<file path="src/rtl/truthtab_capture_if.sv">
// rtl/truthtab_capture_if.sv - sweep control, result and function-under-test signals (TRUTHTAB_ERRLOG_EN adds the error log)
interface truthtab_capture_if #(
    parameter int WIDTH = 4
);
    logic                    start;
    logic [(1<<WIDTH)-1:0]   expected;
    logic [WIDTH-1:0]        dut_in;
    logic                    dut_out;
    logic                    busy;
    logic                    done;
    logic [(1<<WIDTH)-1:0]   table_out;
    logic                    pass;
`ifdef TRUTHTAB_ERRLOG_EN
    logic                    err_valid;
    logic [WIDTH-1:0]        err_idx;

    modport master (
        output start, expected, dut_out,
        input  dut_in, busy, done, table_out, pass, err_valid, err_idx
    );
    modport slave (
        input  start, expected, dut_out,
        output dut_in, busy, done, table_out, pass, err_valid, err_idx
    );
`else
    modport master (
        output start, expected, dut_out,
        input  dut_in, busy, done, table_out, pass
    );
    modport slave (
        input  start, expected, dut_out,
        output dut_in, busy, done, table_out, pass
    );
`endif
endinterface

</file>
<file path="src/rtl/truthtab_capture.sv">
// rtl/truthtab_capture.sv - exhaustive truth-table capture and compare engine (optional first-mismatch log: TRUTHTAB_ERRLOG_EN)
module truthtab_capture #(
    parameter int WIDTH      = 4,
    parameter int SETTLE_CYC = 2
) (
    input  logic              clk,
    input  logic              rst_n,
    truthtab_capture_if.slave bus
);
    localparam int N  = 1 << WIDTH;
    // A settle window shorter than one cycle would sample the previous code.
    localparam int SC = (SETTLE_CYC < 1) ? 1 : SETTLE_CYC;
    localparam int CW = (SC > 1) ? $clog2(SC) : 1;
    localparam logic [WIDTH-1:0] IDX_LAST = WIDTH'(N - 1);
    localparam logic [CW-1:0]    CNT_LAST = CW'(SC - 1);

    typedef enum logic [1:0] {
        S_IDLE,
        S_SETTLE,
        S_SAMPLE,
        S_DONE
    } state_t;

    state_t           state_q, state_d;
    logic [WIDTH-1:0] idx_q;
    logic [CW-1:0]    cnt_q;
    logic [N-1:0]     exp_q;
    logic [N-1:0]     tab_q;
    logic             pass_q;
    logic             busy_c;
    logic             done_c;
`ifdef TRUTHTAB_ERRLOG_EN
    logic             errv_q;
    logic [WIDTH-1:0] erri_q;
`endif

    // State register; reset aborts any sweep in progress.
    always_ff @(posedge clk or negedge rst_n) begin
        if (!rst_n) begin
            state_q <= S_IDLE;
        end else begin
            state_q <= state_d;
        end
    end

    // Next-state and status decode: busy covers every non-idle state.
    always_comb begin
        state_d = state_q;
        busy_c  = 1'b0;
        done_c  = 1'b0;
        case (state_q)
            S_IDLE: begin
                if (bus.start) begin
                    state_d = S_SETTLE;
                end
            end
            S_SETTLE: begin
                busy_c = 1'b1;
                if (cnt_q == CNT_LAST) begin
                    state_d = S_SAMPLE;
                end
            end
            S_SAMPLE: begin
                busy_c = 1'b1;
                if (idx_q == IDX_LAST) begin
                    state_d = S_DONE;
                end else begin
                    state_d = S_SETTLE;
                end
            end
            S_DONE: begin
                busy_c  = 1'b1;
                done_c  = 1'b1;
                state_d = S_IDLE;
            end
            default: begin
                state_d = S_IDLE;
            end
        endcase
    end

    // Sweep datapath: code index, settle counter, captured table and verdict.
    always_ff @(posedge clk or negedge rst_n) begin
        if (!rst_n) begin
            idx_q  <= '0;
            cnt_q  <= '0;
            exp_q  <= '0;
            tab_q  <= '0;
            pass_q <= 1'b0;
`ifdef TRUTHTAB_ERRLOG_EN
            errv_q <= 1'b0;
            erri_q <= '0;
`endif
        end else begin
            case (state_q)
                S_IDLE: begin
                    if (bus.start) begin
                        exp_q  <= bus.expected;
                        tab_q  <= '0;
                        pass_q <= 1'b0;
                        idx_q  <= '0;
                        cnt_q  <= '0;
`ifdef TRUTHTAB_ERRLOG_EN
                        errv_q <= 1'b0;
                        erri_q <= '0;
`endif
                    end
                end
                S_SETTLE: begin
                    if (cnt_q == CNT_LAST) begin
                        cnt_q <= '0;
                    end else begin
                        cnt_q <= cnt_q + CW'(1);
                    end
                end
                S_SAMPLE: begin
                    tab_q[idx_q] <= bus.dut_out;
`ifdef TRUTHTAB_ERRLOG_EN
                    if ((bus.dut_out != exp_q[idx_q]) && !errv_q) begin
                        errv_q <= 1'b1;
                        erri_q <= idx_q;
                    end
`endif
                    // idx stays on the last code after the sweep.
                    if (idx_q != IDX_LAST) begin
                        idx_q <= idx_q + WIDTH'(1);
                    end
                end
                S_DONE: begin
                    pass_q <= (tab_q == exp_q);
                end
                default: begin
                end
            endcase
        end
    end

    assign bus.dut_in    = idx_q;
    assign bus.busy      = busy_c;
    assign bus.done      = done_c;
    assign bus.table_out = tab_q;
    assign bus.pass      = pass_q;
`ifdef TRUTHTAB_ERRLOG_EN
    assign bus.err_valid = errv_q;
    assign bus.err_idx   = erri_q;
`endif

endmodule

</file>
<file path="src/flat_wrapper.sv">
// flat-port wrapper written by rule: the top's interface ports become plain ports
module truthtab_capture_flat 
#(
    parameter int WIDTH      = 4,
    parameter int SETTLE_CYC = 2
)
  (clk, rst_n, bus_start, bus_expected, bus_dut_out, bus_dut_in, bus_busy, bus_done, bus_table_out, bus_pass);
  truthtab_capture_if #(.WIDTH(WIDTH)) bus_i ();
  input  logic clk;
  input  logic rst_n;
  input wire logic [$bits(bus_i.start)-1:0] bus_start;
  input wire logic [$bits(bus_i.expected)-1:0] bus_expected;
  input wire logic [$bits(bus_i.dut_out)-1:0] bus_dut_out;
  output wire logic [$bits(bus_i.dut_in)-1:0] bus_dut_in;
  output wire logic [$bits(bus_i.busy)-1:0] bus_busy;
  output wire logic [$bits(bus_i.done)-1:0] bus_done;
  output wire logic [$bits(bus_i.table_out)-1:0] bus_table_out;
  output wire logic [$bits(bus_i.pass)-1:0] bus_pass;
  assign bus_i.start = bus_start;
  assign bus_i.expected = bus_expected;
  assign bus_i.dut_out = bus_dut_out;
  assign bus_dut_in = bus_i.dut_in;
  assign bus_busy = bus_i.busy;
  assign bus_done = bus_i.done;
  assign bus_table_out = bus_i.table_out;
  assign bus_pass = bus_i.pass;
  truthtab_capture #(.WIDTH(WIDTH), .SETTLE_CYC(SETTLE_CYC)) u_core (.clk(clk), .rst_n(rst_n), .bus(bus_i));
endmodule
</file>
<file path="config.mk">
export PLATFORM = sky130hd
export DESIGN_NAME = truthtab_capture_flat
export DESIGN_NICKNAME = d
export VERILOG_FILES = /design/src/rtl/truthtab_capture_if.sv /design/src/rtl/truthtab_capture.sv /design/src/flat_wrapper.sv
export SDC_FILE = /design/constraint.sdc
export NUM_CORES = 1
export LEC_CHECK = 0
export ABC_CLOCK_PERIOD_IN_PS = 1300
export CAP_MARGIN = 15
export CORE_MARGIN = 2
export CORE_UTILIZATION = 43
export DETAILED_ROUTE_END_ITERATION = 8
export PLACE_DENSITY = 0.72
export SYNTH_ARGS = -nofsm -noshare
export SYNTH_HDL_FRONTEND = slang
export SYNTH_SLANG_ARGS = --single-unit
</file>
<file path="constraint.sdc">
create_clock -name clk -period 1.3 [get_ports clk]
set_input_delay 0.195 -clock clk [delete_from_list [all_inputs] [get_ports clk]]
set_output_delay 0.195 -clock clk [all_outputs]
set_load 0.01 [all_outputs]
</file>
Yosys cells after proc, flatten, opt, wreduce, memory -nomap -nowiden:

Cells that the tools add are included.

* add/subtract/negate cells: 2
* order comparisons: 2
* equal/unequal tests: 9
* multiplexer cells: 18
* reduce and logical (&&, ||, !) cells: 12

Operators with widths (number)
* case mux 16 bit (2 select lines): 1
* bitwise mux 16 bit: 1
* equality test 16 bit: 1
* two-way mux 16 bit: 1
* AND reduction 2 bit: 5
* two-way mux 4 bit: 2
* case mux 2 bit (4 select lines): 1
* case mux 4 bit (2 select lines): 1
* two-way mux 2 bit: 3
* nonzero test 2 bit: 3
* less-than comparator 4 x 5 -> 1 bit, second input constant: 1
* two-way mux 1 bit: 5
* adder 4 x 1 -> 4 bit, second input constant: 1
* demux 1 bit (select 4 bit): 1
* equality test 2 bit, second input constant: 2
* equality test 4 bit, second input constant: 1
* greater-or-equal comparator 4 x 1 -> 1 bit, second input constant: 1
* != test 2 x 1 -> 1 bit, second input constant: 2
* != test 4 bit, second input constant: 1
* case mux 1 bit (2 select lines): 2
* AND reduction 3 bit: 1
* OR reduction 3 bit: 1
* equality test 2 x 1 -> 1 bit, second input constant: 1
* zero test 2 bit: 1
* other kinds (3): 3

* bits in registers: 40
* input port bits: 20
* logic and storage cells: 49

Longest topological paths before layout:

* depth after elaboration: 6
* mapped depth: 7

Worst setup path before layout:

No wires, ideal clock.

* path kind: register -> register
* from: reg u_core.idx_q[0], in the netlist u_core.bus.dut_in[0]
* to: reg u_core.idx_q[1], in the netlist u_core.bus.dut_in[1]
* library setup time: 131 ps
* data arrival time: 1241 ps
* slack: -72 ps
* stages on the path, launching flop included: 6
* path buffers: 0
* period minus slack after synthesis: 1372 ps
* path through: dfrtp_1 -> ha_1 -> nand3_1 -> and2_1 -> a32oi_1 -> o32ai_1

* longest elaborated chain between the ends: 3
* elaborated cells between the ends (all ways): 6
* classes of those cells: add/sub: 1; eq/ne: 2; mux: 2; reduce/logical: 1

RTL lines
* start: declaration: line truthtab_capture.sv:25 `logic [WIDTH-1:0] idx_q;`
* start signal: assignment: line truthtab_capture.sv:126 `idx_q <= idx_q + WIDTH'(1);`
* adder 4 x 1 -> 4 bit / != test 4 bit (equally long branches): line truthtab_capture.sv:126, truthtab_capture.sv:125
* two-way mux 4 bit / != test 2 x 1 -> 1 bit (equally long branches)
* case mux 4 bit (2 select lines) / AND reduction 3 bit (equally long branches)

Several ways; a longest one is shown, not always the timed one. The select of a mux whose other input is x is not followed.
A chain may end at the register's enable or synchronous reset.

Worst setup path in the final report:

* from: reg u_core.state_q[0]
* to: reg u_core.idx_q[1], in the netlist u_core.bus.dut_in[1]

* longest elaborated chain between the ends: 3
* elaborated cells between the ends (all ways): 7
* classes of those cells: eq/ne: 3; mux: 1; reduce/logical: 3

RTL lines
* start: declaration: line truthtab_capture.sv:24 `state_t state_q, state_d;`
* start signal: assignment: line truthtab_capture.sv:42 `state_q <= state_d;`
* equality test 2 bit / zero test 2 bit (equally long branches): line truthtab_capture.sv:95 `case (state_q)`
* != test 2 x 1 -> 1 bit (no line), or another cell as far along
* AND reduction 3 bit (no line)

Several ways; a longest one is shown, not always the timed one.

==> impl_metrics.ini <==
[detailed_routing]
drc = 0
wl_um = 5962
first_pass_iters = 5
vias = 1972
postRouteAntennaNets = 0
routedWlPerCell_um = 15.57
drtIter0Drc = 145
routed_via_density = 5.149

[floorplanning]
die-area_um2 = 5313
rows = 25
initial_core_util_pct = 43.79
num_io_pins = 43
core_um2 = 4661
die_x_um = 72.89
die_h_um = 72.89

[pwr]
p_switching_mw = 1.895
leakage_nw = 1.743
vdd_drop_max_v = 0.0008135
comb_power_share_pct = 49.7
power.internal_mw = 3.439
powerDensity_nw_per_um2 = 1595
power.share.sequential_pct = 34.2
power_mw = 5.334
clkPwrFrac_pct = 16.1
swShare_pct = 35.52

[setup_path]
r2r_end = u_core.bus.dut_in[1]
worstSetupPathType = register to register
cp.arrival_ns = 1.65
crit_fanout = 6
startpoint_type = register
endpoint_kind = register
reg2regPathDepth = 7
required_ns = 1.48
ff2ff_setup_slack_ns = -0.16
reg2reg_from = u_core.state_q[0]

[synth]
netlist_instances = 221
ys_async_sr_fraction_pct = 100.0
yosysSeqAreaShare_pct = 49.05
yosysWarningCount = 0
avgSynthCellArea_um2 = 9.234
synth.cell_area_um2 = 2041
synth-main-ff-cell = dfrtp_1
ys_ff_latch = 40
syn-num-nets = 245
synth_cell_types = 32
synth-edff-count = 0

[sta]
timing.fmax_ghz = 0.6827
rsz0062_at_grt = true
finalCritPeriodShare_pct = 112.7
timing.final.ws_setup_ns = -0.1648
hold_viol_final = 0
worst_pin_slew_ns = 0.3733
finalSetupViolCount = 39
period_minus_slack_ns = 1.465
skew_ns = 0.004328
slew-limit-headroom_pct = 75.11
slew_violations = 0

[clock_network]
cts_buffers = 5
clk_latency_ns = 0.29
h-tree-depth = 2
cts_tree = yes
path_clk_slew_ns = 0.08
cts_sinks = 40
cts.root.buffer_cell = clkbuf_8
clock_path_buffers = 2

[place]
portBuffers = 42
placed_cells = 347
gp_congestion = 0.9051
dp_hpwl_um = 3813

[global_routing]
gr-total-overflow = 0
grt_pass1_wl_um = 8983
grt_antenna_before_repair = 0
grt_pass1_vias = 1938
grt_max_degree = 27
grt_usage_pct = 22.39

[run_status]
status = finished, violations left
violations = setup timing

[finish]
n_antenna_cell = 0
nNetsFinal = 352
area_delta_synth_final_pct = 63.89
drive_above_1_share_pct = 37.39
stdcell_count = 383

[hold_path]
hp-class = input pin to async pin

[flow_run]
maxCapViolations = 0
==> per-stage QoR <==
step | hold WS (ns) | utilization, % | worst slack [ns] | area, um^2 | TNS (ns)
finish | 0.3539 | 71.76 | -0.1648 | 3344 | -4.054
global route | 0.3824 | 71.76 | -0.2219 | 3344 | -6.287
CTS | 0.3506 | 67.17 | -0.1459 | 3131 | -2.390
detailed placement | 0.1367 | 60.16 | -0.1172 | 2804 | -0.9901
global placement | 0.1338 | 60.16 | -0.08565 | 2804 | -0.5786
floorplan | -0.1006 | - | 0.00004063 | 2046 | 0
==> cell usage after synthesis (all sizes together), types with 4 or more instances <==
cell | n | area, um^2
nand4 | 6 | 37.54
ha | 4 | 50.05
dfrtp | 40 | 1001
nand3 | 13 | 65.06
inv | 4 | 15.01
xor2 | 17 | 148.9
and2 | 5 | 35.03
o21ai | 6 | 30.03
o311ai | 4 | 50.05
nand2 | 75 | 299.0
buf | 10 | 70.06
o211ai | 10 | 75.07
nor2 | 8 | 37.54
==> layout make-up <==
cell class	count	area, um^2
repair buffers	112	1090
well taps	54	67.56
fillers	322	1316
clock buffers	6	82.58
clock inverters	2	10.01
flip-flops and latches	40	1007
inverters	4	15.01
multi-input cells	165	1072
==> worst max-delay path by stage <==
stage | startpoint | end | slack (ns) | cells after the start
after global routing | u_core.state_q[0] | u_core.bus.table_out[4] | -0.22 | 7
final | u_core.state_q[0] | u_core.bus.dut_in[1] | -0.16 | 7
after CTS | u_core.state_q[0] | u_core.bus.table_out[2] | -0.15 | 7
after detailed placement | u_core.state_q[0] | u_core.bus.table_out[1] | -0.12 | 6
after floorplan | u_core.bus.dut_in[0] | u_core.bus.dut_in[1] | 0.00004 | 5
after global placement | u_core.state_q[0] | u_core.bus.table_out[1] | -0.09 | 6
==> state kept, by name, indices dropped and copies added, names as in the netlist <==
name and flops:
u_core.bus.dut_in 4, u_core.bus.pass 1, u_core.bus.table_out 16, u_core.cnt_q 1, u_core.exp_q 16, u_core.state_q 2
==> worst max-delay path, cell delays in order, from the launching register on <==
cell,delay [ns]
dfrtp_2,0.43
buf_6,0.13
buf_6,0.11
nor2b_4,0.18
buf_6,0.16
and2_4,0.14
a32oi_1,0.09
o32ai_1,0.13
==> power groups by stage <==
stage	clock network [mW]	logic, mW	registers, mW
4_1_cts	0.882	2.15	1.80
6_report	0.861	2.65	1.82
2_1_floorplan	0	1.04	1.78
3_3_place_gp	0	1.70	1.84
5_1_grt	0.926	2.86	1.86
3_5_place_dp	0	1.74	1.85
==> kinds of logic (layout without fill, tap and decap cells) <==
group	Yosys count	count (layout)	synth area share (%)
compound gates	24	24	9.074
xor+xnor	17	17	7.296
fa+ha+maj	4	4	2.453
buf+inv	16	124	4.537
flops	40	40	49.05
simple gates	120	120	27.59
==> cell usage in the layout (no fill, tap or decap), types with 5 or more instances in the layout <==
cell,n
nand2_1,60
buf_4,46
dfrtp_1,35
clkdlybuf4s50_1,18
buf_6,16
xor2_1,15
clkdlybuf4s15_1,12
nand2_2,11
nand3_1,10
o211ai_1,10
dlygate4sd2_1,7
nand4_1,6
clkbuf_8,6
nor2_1,5
dfrtp_2,5
==> metal layers <==
layer / up-vias / global-route usage [%] / wire length (um)
met5: - / 0 / 0
met4: 0 / 8.642 / 123
met3: 14 / 3.453 / 328
met2: 77 / 37.98 / 3030
met1: 933 / 28.79 / 2479
li1: 948 / - / -
==> what timing repair did <==
item | 4_1_cts | 5_1_grt
hold buffers | 1 | 0
gates resized for setup | 59 | 47
hold endpoints to repair | 14 | 0
pin swaps | 13 | 22
cloned | 1 | 3
setup buffers | 18 | 5
setup endpoints to repair | 40 | 46
Note: power is estimated with default switching activity, not from simulation.
